===== src/rtl/ttl_pkg.sv =====
// Shared constants and helpers for the TTL-replacement counter blocks
// (ttl_edge_det, ttl_updown_counter).
package ttl_pkg;

  // Edge trackers start high so a pin already high at reset release is not an edge.
  localparam logic EDGE_RST_LVL = 1'b1;
  localparam int   SYNC_DEPTH   = 2;

  function automatic int clog2(input int value);
    int r;
    r = 0;
    for (int i = 0; i < 31; i++) begin
      if ((1 << i) < value) r = i + 1;
    end
    return r;
  endfunction

endpackage


===== src/rtl/ttl_edge_det.sv =====
// Rising-edge detector for a TTL "clock" pin sampled on mclk.
// With SYNC_IN_EN defined, the pin first passes through a SYNC_DEPTH-flop synchroniser.
module ttl_edge_det
  import ttl_pkg::*;
(
  input  logic mclk,
  input  logic rst,
  input  logic pin,
  output logic pin_edge,
  output logic pin_q
);

  logic old_q;

`ifdef SYNC_IN_EN
  logic [SYNC_DEPTH-1:0] sync_sr;

  always_ff @(posedge mclk) begin
    if (rst) sync_sr <= {SYNC_DEPTH{EDGE_RST_LVL}};
    else     sync_sr <= {sync_sr[SYNC_DEPTH-2:0], pin};
  end

  assign pin_q = sync_sr[SYNC_DEPTH-1];
`else
  assign pin_q = pin;
`endif

  // Edge tracker follows the pin every cycle, regardless of clr/load.
  always_ff @(posedge mclk) begin
    if (rst) old_q <= EDGE_RST_LVL;
    else     old_q <= pin_q;
  end

  assign pin_edge = pin_q & ~old_q;

endmodule


===== src/rtl/ttl_updown_counter.sv =====
// 74192/74193-class up/down counter running on mclk, with TTL pins sampled as data.
// Optional macro SYNC_IN_EN adds 2-flop synchronisers on up_clk, dn_clk, load_n, clr.
module ttl_updown_counter
  import ttl_pkg::*;
#(
  parameter int WIDTH   = 4,
  parameter int MODULUS = 2 ** WIDTH,
  parameter int RST_VAL = 0
) (
  input  logic             mclk,
  input  logic             rst,
  input  logic             up_clk,
  input  logic             dn_clk,
  input  logic             load_n,
  input  logic             clr,
  input  logic [WIDTH-1:0] d,
  output logic [WIDTH-1:0] q,
  output logic             co_n,
  output logic             bo_n
);

  localparam logic [WIDTH-1:0] MAX_Q = WIDTH'(MODULUS - 1);
  localparam logic [WIDTH-1:0] RST_Q = WIDTH'(RST_VAL);

  if (WIDTH < 1 || WIDTH > 16) begin : g_bad_width
    $error("ttl_updown_counter: WIDTH must be 1..16");
  end
  if (MODULUS < 2 || MODULUS > (1 << WIDTH)) begin : g_bad_modulus
    $error("ttl_updown_counter: MODULUS must be 2..2**WIDTH");
  end

  logic up_edge, dn_edge;
  logic up_lvl, dn_lvl;
  logic load_n_s, clr_s;

  ttl_edge_det u_up_det (
    .mclk     (mclk),
    .rst      (rst),
    .pin      (up_clk),
    .pin_edge (up_edge),
    .pin_q    (up_lvl)
  );

  ttl_edge_det u_dn_det (
    .mclk     (mclk),
    .rst      (rst),
    .pin      (dn_clk),
    .pin_edge (dn_edge),
    .pin_q    (dn_lvl)
  );

`ifdef SYNC_IN_EN
  logic [SYNC_DEPTH-1:0] load_sr, clr_sr;

  // Level controls get the same depth as the edge pins so all paths stay aligned.
  always_ff @(posedge mclk) begin
    if (rst) begin
      load_sr <= '1;
      clr_sr  <= '0;
    end else begin
      load_sr <= {load_sr[SYNC_DEPTH-2:0], load_n};
      clr_sr  <= {clr_sr[SYNC_DEPTH-2:0], clr};
    end
  end

  assign load_n_s = load_sr[SYNC_DEPTH-1];
  assign clr_s    = clr_sr[SYNC_DEPTH-1];
`else
  assign load_n_s = load_n;
  assign clr_s    = clr;
`endif

  // Counter core: rst > clr > load > single-direction count; both edges together hold.
  always_ff @(posedge mclk) begin
    if (rst) begin
      q <= RST_Q;
    end else if (clr_s) begin
      q <= '0;
    end else if (!load_n_s) begin
      q <= d;
    end else if (up_edge && !dn_edge) begin
      q <= (q >= MAX_Q) ? '0 : q + 1'b1;
    end else if (dn_edge && !up_edge) begin
      q <= (q == '0) ? MAX_Q : q - 1'b1;
    end
  end

  // Carry/borrow are gated by the live pin level to reproduce the TTL pulse for cascading.
  assign co_n = !((q == MAX_Q) && !up_lvl);
  assign bo_n = !((q == '0) && !dn_lvl);

endmodule

===== config.mk =====
export PLATFORM = sky130hd
export DESIGN_NAME = ttl_updown_counter
export DESIGN_NICKNAME = d
export VERILOG_FILES = /design/src/rtl/ttl_pkg.sv /design/src/rtl/ttl_edge_det.sv /design/src/rtl/ttl_updown_counter.sv
export SDC_FILE = /design/constraint.sdc
export NUM_CORES = 1
export LEC_CHECK = 0
export BUFFER_PORTS_ARGS = -buffer_cell sky130_fd_sc_hd__buf_2
export CAP_MARGIN = 20
export CORE_AREA = 2 2 39 41
export DETAILED_ROUTE_END_ITERATION = 8
export DIE_AREA = 0 0 41 43
export PLACE_DENSITY = 0.59
export SETUP_SLACK_MARGIN = 0.2
export SLEW_MARGIN = 25
export SYNTH_ARGS = -nofsm -noshare
export SYNTH_HDL_FRONTEND = slang
export SYNTH_SLANG_ARGS = --single-unit

===== constraint.sdc =====
create_clock -name mclk -period 2.5 [get_ports mclk]
set_input_delay 0.625 -clock mclk [delete_from_list [all_inputs] [get_ports mclk]]
set_output_delay 0.625 -clock mclk [all_outputs]
set_load 0.03 [all_outputs]

==> results of run 1 <==
placed cells by master (no fill, tap or decap), drive strengths merged, types with 2 or more instances in the layout:
| master | count |
|---|---|
| buf | 15 |
| dfxtp | 6 |
| a21oi | 5 |
| nand2 | 4 |
| nand3 | 4 |
| inv | 4 |
| nand2b | 3 |
| or2 | 3 |
| o21ai | 3 |
| o31ai | 3 |
| clkbuf | 3 |
| and2b | 2 |
| nor2 | 2 |
| or4 | 2 |
| a31oi | 2 |
| o221ai | 2 |
| ha | 2 |
metrics by stage:
stage	utilization [%]	setup slack [ns]	instance area [um2]	total power, mW	std cells
5_1_grt	39.3	0.301	544	0.280	89
4_1_cts	39.3	0.384	544	0.269	89
3_3_place_gp	37.7	0.636	522	0.172	86
2_1_floorplan	-	0.638	427	0.151	55
3_5_place_dp	37.7	0.619	522	0.172	86
6_report	39.3	0.379	544	0.267	89
sequential cells by signal (all words and copies together) (netlist names):
signal          count
u_up_det.old_q      1
u_dn_det.old_q      1
q                   4
layout make-up:
type	instances	area [um2]
fill	155	840
multi-input combinational	45	292
sequential	6	120
timing repair buffer	15	75.1
clock buffer	3	22.5
tap	16	20.0
inverter	4	15.0
routing by layer:
| layer | vias up | part of all wire, % | wire [um] | global-route usage [%] |
|---|---|---|---|---|
| li1 | 249 | - | - | - |
| met1 | 234 | 45 | 508 | 17.0 |
| met2 | 27 | 47 | 526 | 20.0 |
| met3 | 2 | 6.3 | 70 | 1.57 |
| met4 | 0 | 1.3 | 14 | 14.0 |
| met5 | - | 0 | 0 | 0 |
critical path, stage by stage (launching register included):
cell and delay (ns):
dfxtp_1 0.39, inv_2 0.11, ha_1 0.18, nand2b_1 0.08
or3_1 0.30, buf_2 0.18
cells by family after synthesis:
logic type	Yosys count
AOI/OAI and AO/OA	18
xor gates and xnor gates	1
adders and majority gates	2
buffers and inverters	4
DFF	6
and+or+nand+nor	24
power by group through the flow:
stage	combinational, mW	clock (mW)	sequential [mW]
5_1_grt	0.0696	0.101	0.109
6_report	0.0631	0.0952	0.109
2_1_floorplan	0.0359	0	0.115
3_5_place_dp	0.0620	0	0.110
3_3_place_gp	0.0619	0	0.110
4_1_cts	0.0627	0.0975	0.108
path summary, 6_finish.rpt:
check | slack, ns | end | from | depth (start not counted)
worst max-delay path | 0.38 | bo_n | q[0]$_SDFFE_PP0P_ | 5
worst min-delay path | 0.59 | u_up_det.old_q$_SDFF_PP1_ | rst | 2
worst max register to register | 0.98 | q[3]$_SDFFE_PP0P_ | q[0]$_SDFFE_PP0P_ | 6
worst min register to register | 0.66 | q[1]$_SDFFE_PP0P_ | q[1]$_SDFFE_PP0P_ | 2
==> summary.md, run 1 <==
| Metric | Value |
|---|---|
| Worst slew margin | 76.1% |
| Leak | 0.237 nW |
| Final setup vio count | 0 |
| DR pass1 iterations | 5 |
| Initial antenna violation count | 0 |
| CTS buffer count | 3 |
| Ant diodes | 0 |
| Slew of the pin with the lowest slew margin | 0.357 ns |
| Vias per cell | 5.75 |
| Sw Ratio | 31.8% |
| NumNets Final | 87 |
| GP Congestion | 0.757 |
| Die Height | 43 um |
| Ys Warns | 0 |
| Max Cap Viol | 0 |
| Dominant cell type by area after synthesis | dfxtp_1 |
| PwrDens | 490 nW/um2 |
| Die area | 1760 um2 |
| #FFs+latches synth | 6 |
| RSZ-0062 raised after global routing | false |
| Top FF cell, synth | dfxtp_1 |
| Crit path time final | 2.12 ns |
| Layout cells sized above 1 | 31.5% |
| CTS tree | yes |
| Largest family of logic cells by synthesized area | simple AND/OR/NAND/NOR gates |
| Via count | 512 |
| HP Class | input pin to flip-flop |
| Mapped Avg Cell Area | 7.76 um2 |
| GR Util All Layers | 14.2% |
| Adder-cell area share of the yosys netlist | 5.87% |
| Post_cts resized | 0 |
| Worst Setup Start Kind | flip-flop |
| Fmax | 471 MHz |
| Worst Skew | 0.00445 ns |
| Top-area cell type share of the netlist area | 28.2% |
| Setup CP Type | flip-flop to output pin |
| Drt initial violations | 20 |
| Setup TNS | 0 ns |
| CP max FO | 8 |
| Run status | finished, final reports clean |
| Total global routing overflow | 0 |
| Fin. max-slew vios | 0 |
| Clock tree root driver cell | clkbuf_4 |
| Post CTS Setup Buffer Count | 0 |
| Post-synthesis mux area share | 0% |
| Num rows | 14 |
| Data arrival, critical path | 1.50 ns |
| Clk_lat worst skew | 0.25 ns |
| Logic pwr share | 23.6% |
| Reg power frac | 40.7% |
| P_sw | 0.0848 mW |
| Clock-pin transition on the worst setup and hold timing paths | 0.05 ns |
| Final antenna-violating net count | 0 |
| Setup crit end kind | output pin |
| H-Tree Depth | 1 |
| Synthesized Nets | 67 |
| Post-synth ARST share | 0% |
| Vias in the first global route | 417 |
| Number of synthesized flops with an enable pin | 0 |
| Sink Count | 6 |
| Final wirelength | 1120 um |
| Synthesized area | 427 um2 |
| Final Cycle Share | 84.9% |
| Initial core utilization | 30.8% |
| Synth Area in Simple Gates | 32.8% |
| Internal power | 0.182 mW |
| Max clock buf depth | 2 |
| Final Hold Vio Count | 0 |
| Most frequent cells after synthesis | dfxtp_1 (6), a21oi_1 (5), nand2_1 (4), nand3_1 (4) |
| Global-route wire length before repair | 1640 um |
| Compound-Gate Fraction of Synth Area | 27.6% |
| Drt wl/cell | 12.6 um |
| CTS hold repair buffers | 0 |
| Clock Power Share | 35.7% |
| Core ar. | 1380 um2 |
| Netlist cell types | 24 |
| Post-Synthesis Cells | 55 |
| Hold_ws | 0.586 ns |
| Top post-synthesis cells by area | dfxtp_1 (28%), a21oi_1 (5.9%), ha_1 (5.9%) |
| Sequential fraction of the synthesis area | 28.2% |
| I/O pin count | 16 |
| Max VDD drop | 0.000144 V |
| Detailed placement HPWL | 783 um |
| Most common cell in the netlist | dfxtp_1 |
| Synth Area in XOR/XNOR | 2.05% |
| P&R area growth vs syn | 27.6% |
| Largest net degree at the start of global routing | 10 |
| Port Buffers | 15 |
| Die extent in x | 41 um |
| CP Data Required Time | 1.88 ns |
| DR DRC count | 0 |
(Power assumes the default switching activity.)
==> run 2: changes to the inputs <==
- clock period: 2.5 -> 2.2 ns (I/O delays scaled with it)
==> run 2 against run 1 <==
Net effect:
- clock power grew 13%
- non-clock buffer count is the same
- largest cell class unchanged
- global-route usage shrank 0.62 points
- via count shrank 3.7%
- sequential share of layout area shrank 0.23 points
- clock skew shrank 0.00076 ns
- combinational power grew 25%
- utilization grew 2.1 points
- routed wire length shrank 3.0%
==> summary.md, run 2 (synthesized netlist as in run 1, its figures left out) <==
| Metric | Value |
|---|---|
| Data arrival, critical path | 1.38 ns (-0.12 ns) |
| Multi-input gate area | 309 um2 (+6.0%) |
| CP max FO | 8 (unchanged) |
| Max Cap Viol | 0 (unchanged) |
| Worst Slack Setup Final | 0.267 ns (-0.112 ns) |
| Commonest non-fill, non-tap cell in the layout | buf_2 |
| Setup CP Type | flip-flop to output pin |
| P&R area growth vs syn | 34.3% |
| Leak | 0.243 nW (+2.4%) |
| PwrDens | 540 nW/um2 (+10%) |
| Met2 Usage GRT | 18.4% (-1.6 points) |
| Final Hold Vio Count | 0 (unchanged) |
| Hold_ws | 0.505 ns (-0.0811 ns) |
| Final setup vio count | 0 (unchanged) |
| Clk_lat worst skew | 0.25 ns (about the same) |
| DR DRC count | 0 (unchanged) |
| Initial antenna violation count | 0 (unchanged) |
| Final core occ | 41.4% (+2.1 points) |
| Fin. max-slew vios | 0 (unchanged) |
| Final wirelength | 1090 um (-3.0%) |
| Clock tree root driver cell | clkbuf_4 |
| Drt initial violations | 4 (-80%) |
| Largest reg by FF count | q |
| Layout cells sized above 1 | 37.0% (+5.5 points) |
| Ant diodes | 0 (unchanged) |
| Sink Count | 6 (unchanged) |
| Hold Crit Depth | 2 (unchanged) |
| GRT Max-Usage Layer | met2 |
| CP Data Required Time | 1.65 ns (-0.23 ns) |
| CTS tree | yes |
| Setup TNS | 0 ns (unchanged) |
| Max reg flops | 4 (unchanged) |
| Num rows | 14 (unchanged) |
| Via count | 493 (-3.7%) |
| Worst slew margin | 75.1% (-1.0 points) |
| RSZ-0062 raised after global routing | false |
| Final Power | 0.310 mW (+16%) |
| Detailed placement HPWL | 808 um (+3.2%) |
| Dpl ws | 0.444 ns (-0.176 ns) |
| Placed Area | 522 um2 (unchanged) |
| Vias per cell | 5.54 (-3.7%) |
| Largest net degree at the start of global routing | 10 (unchanged) |
| Final Cycle Share | 87.9% |
| Final Cell Area | 573 um2 (+5.3%) |
| Port Buffers | 15 (unchanged) |
| Setup crit end kind | output pin |
| GR Util All Layers | 13.5% (-0.62 points) |
| Worst Reg-to-Reg Cells | 4 (-2) |
| I/O pin count | 16 (unchanged) |
| Core ar. | 1380 um2 (unchanged) |
| GP Congestion | 0.761 (+0.52%) |
| Slew of the pin with the lowest slew margin | 0.373 ns (+0.0155 ns) |
| Die area | 1760 um2 (unchanged) |
| Total global routing overflow | 0 (unchanged) |
| Global-route wire length before repair | 1600 um (-2.1%) |
| Max VDD drop | 0.000211 V (+47%) |
| DR pass1 iterations | 4 (-1) |
| Initial core utilization | 30.8% (unchanged) |
| Die extent in x | 41 um (unchanged) |
| Area occupied by registers | 125 um2 (+4.2%) |
| Drt wl/cell | 12.2 um (-3.0%) |
| Run status | finished, final reports clean |
| Clock-pin transition on the worst setup and hold timing paths | 0.05 ns (about the same) |
| Max clock buf depth | 2 (unchanged) |
| NumNets Final | 87 (unchanged) |
| Regs by FF count | q x4, u_dn_det.old_q x1, u_up_det.old_q x1 |
| Crit path time final | 1.93 ns |
| Final antenna-violating net count | 0 (unchanged) |
| Vias in the first global route | 403 (-3.4%) |
| Met1 Use GR | 17.6% (+0.59 points) |
| Die Height | 43 um (unchanged) |
| GRT met3 Usage | 1.57% (unchanged) |
| Most frequent cells in the layout | buf_2 (14), a21oi_1 (5), nand2_1 (4), nand3_1 (4), dfxtp_1 (4) |
| Worst Skew | 0.00369 ns (-0.000760 ns) |
| H-Tree Depth | 1 (unchanged) |
| Fmax | 517 MHz |
| CTS hold repair buffers | 0 (unchanged) |
| Worst Setup Start Kind | flip-flop |
| HP Class | input pin to flip-flop |
| # placed instances | 86 (unchanged) |
| Cell Count, Final, Fillers Out | 89 (unchanged) |
| Final-layout fill cell count | 148 (-4.5%) |
| CTS buffer count | 3 (unchanged) |
## run 2: cell counts in the layout (fill, tap and decap cells not counted)
No cell type changed its count.
## run 2: routing by layer
metal / up-vias / routed length (um)
met3: 5 / 58
met2: 20 / 478
met5: - / 0
met4: 0 / 47
met1: 223 / 502
li1: 245 / -
## run 2: where the power goes
| group | switching [mW] | internal [mW] | leakage (nW) |
|---|---|---|---|
| combinational | 0.0432 | 0.0358 | 0.179 |
| sequential | 0.00831 | 0.115 | 0.0506 |
| clock | 0.0454 | 0.0621 | 0.0138 |
## run 2: worst paths after layout
path                startpoint                         to  slack [ns]
max reg2reg  q[2]$_SDFFE_PP0P_          q[3]$_SDFFE_PP0P_        0.74
max          q[0]$_SDFFE_PP0P_                       bo_n        0.27
min                        rst  u_up_det.old_q$_SDFF_PP1_        0.51
min reg2reg  q[1]$_SDFFE_PP0P_          q[1]$_SDFFE_PP0P_        0.61
## run 2: cell type report
class / instances / area share (%)
Tap cell: 16 / 3.49
Sequential cell: 6 / 21.8
Multi-Input combinational cell: 45 / 53.9
Timing Repair Buffer: 15 / 14.2
Clock buffer: 3 / 3.93
Inverter: 4 / 2.62
## run 2: timing repair
action,in CTS,in global routing
buffers inserted,0,0
gates resized for setup,2,7
endpoints found under the hold margin,0,0
setup endpoints to repair,1,1
## run 2: critical path, stage by stage (launching register included)
cell      delay, ns
dfxtp_4        0.36
inv_2          0.09
ha_4           0.14
nand2b_1       0.07
or3_4          0.33
buf_6          0.14
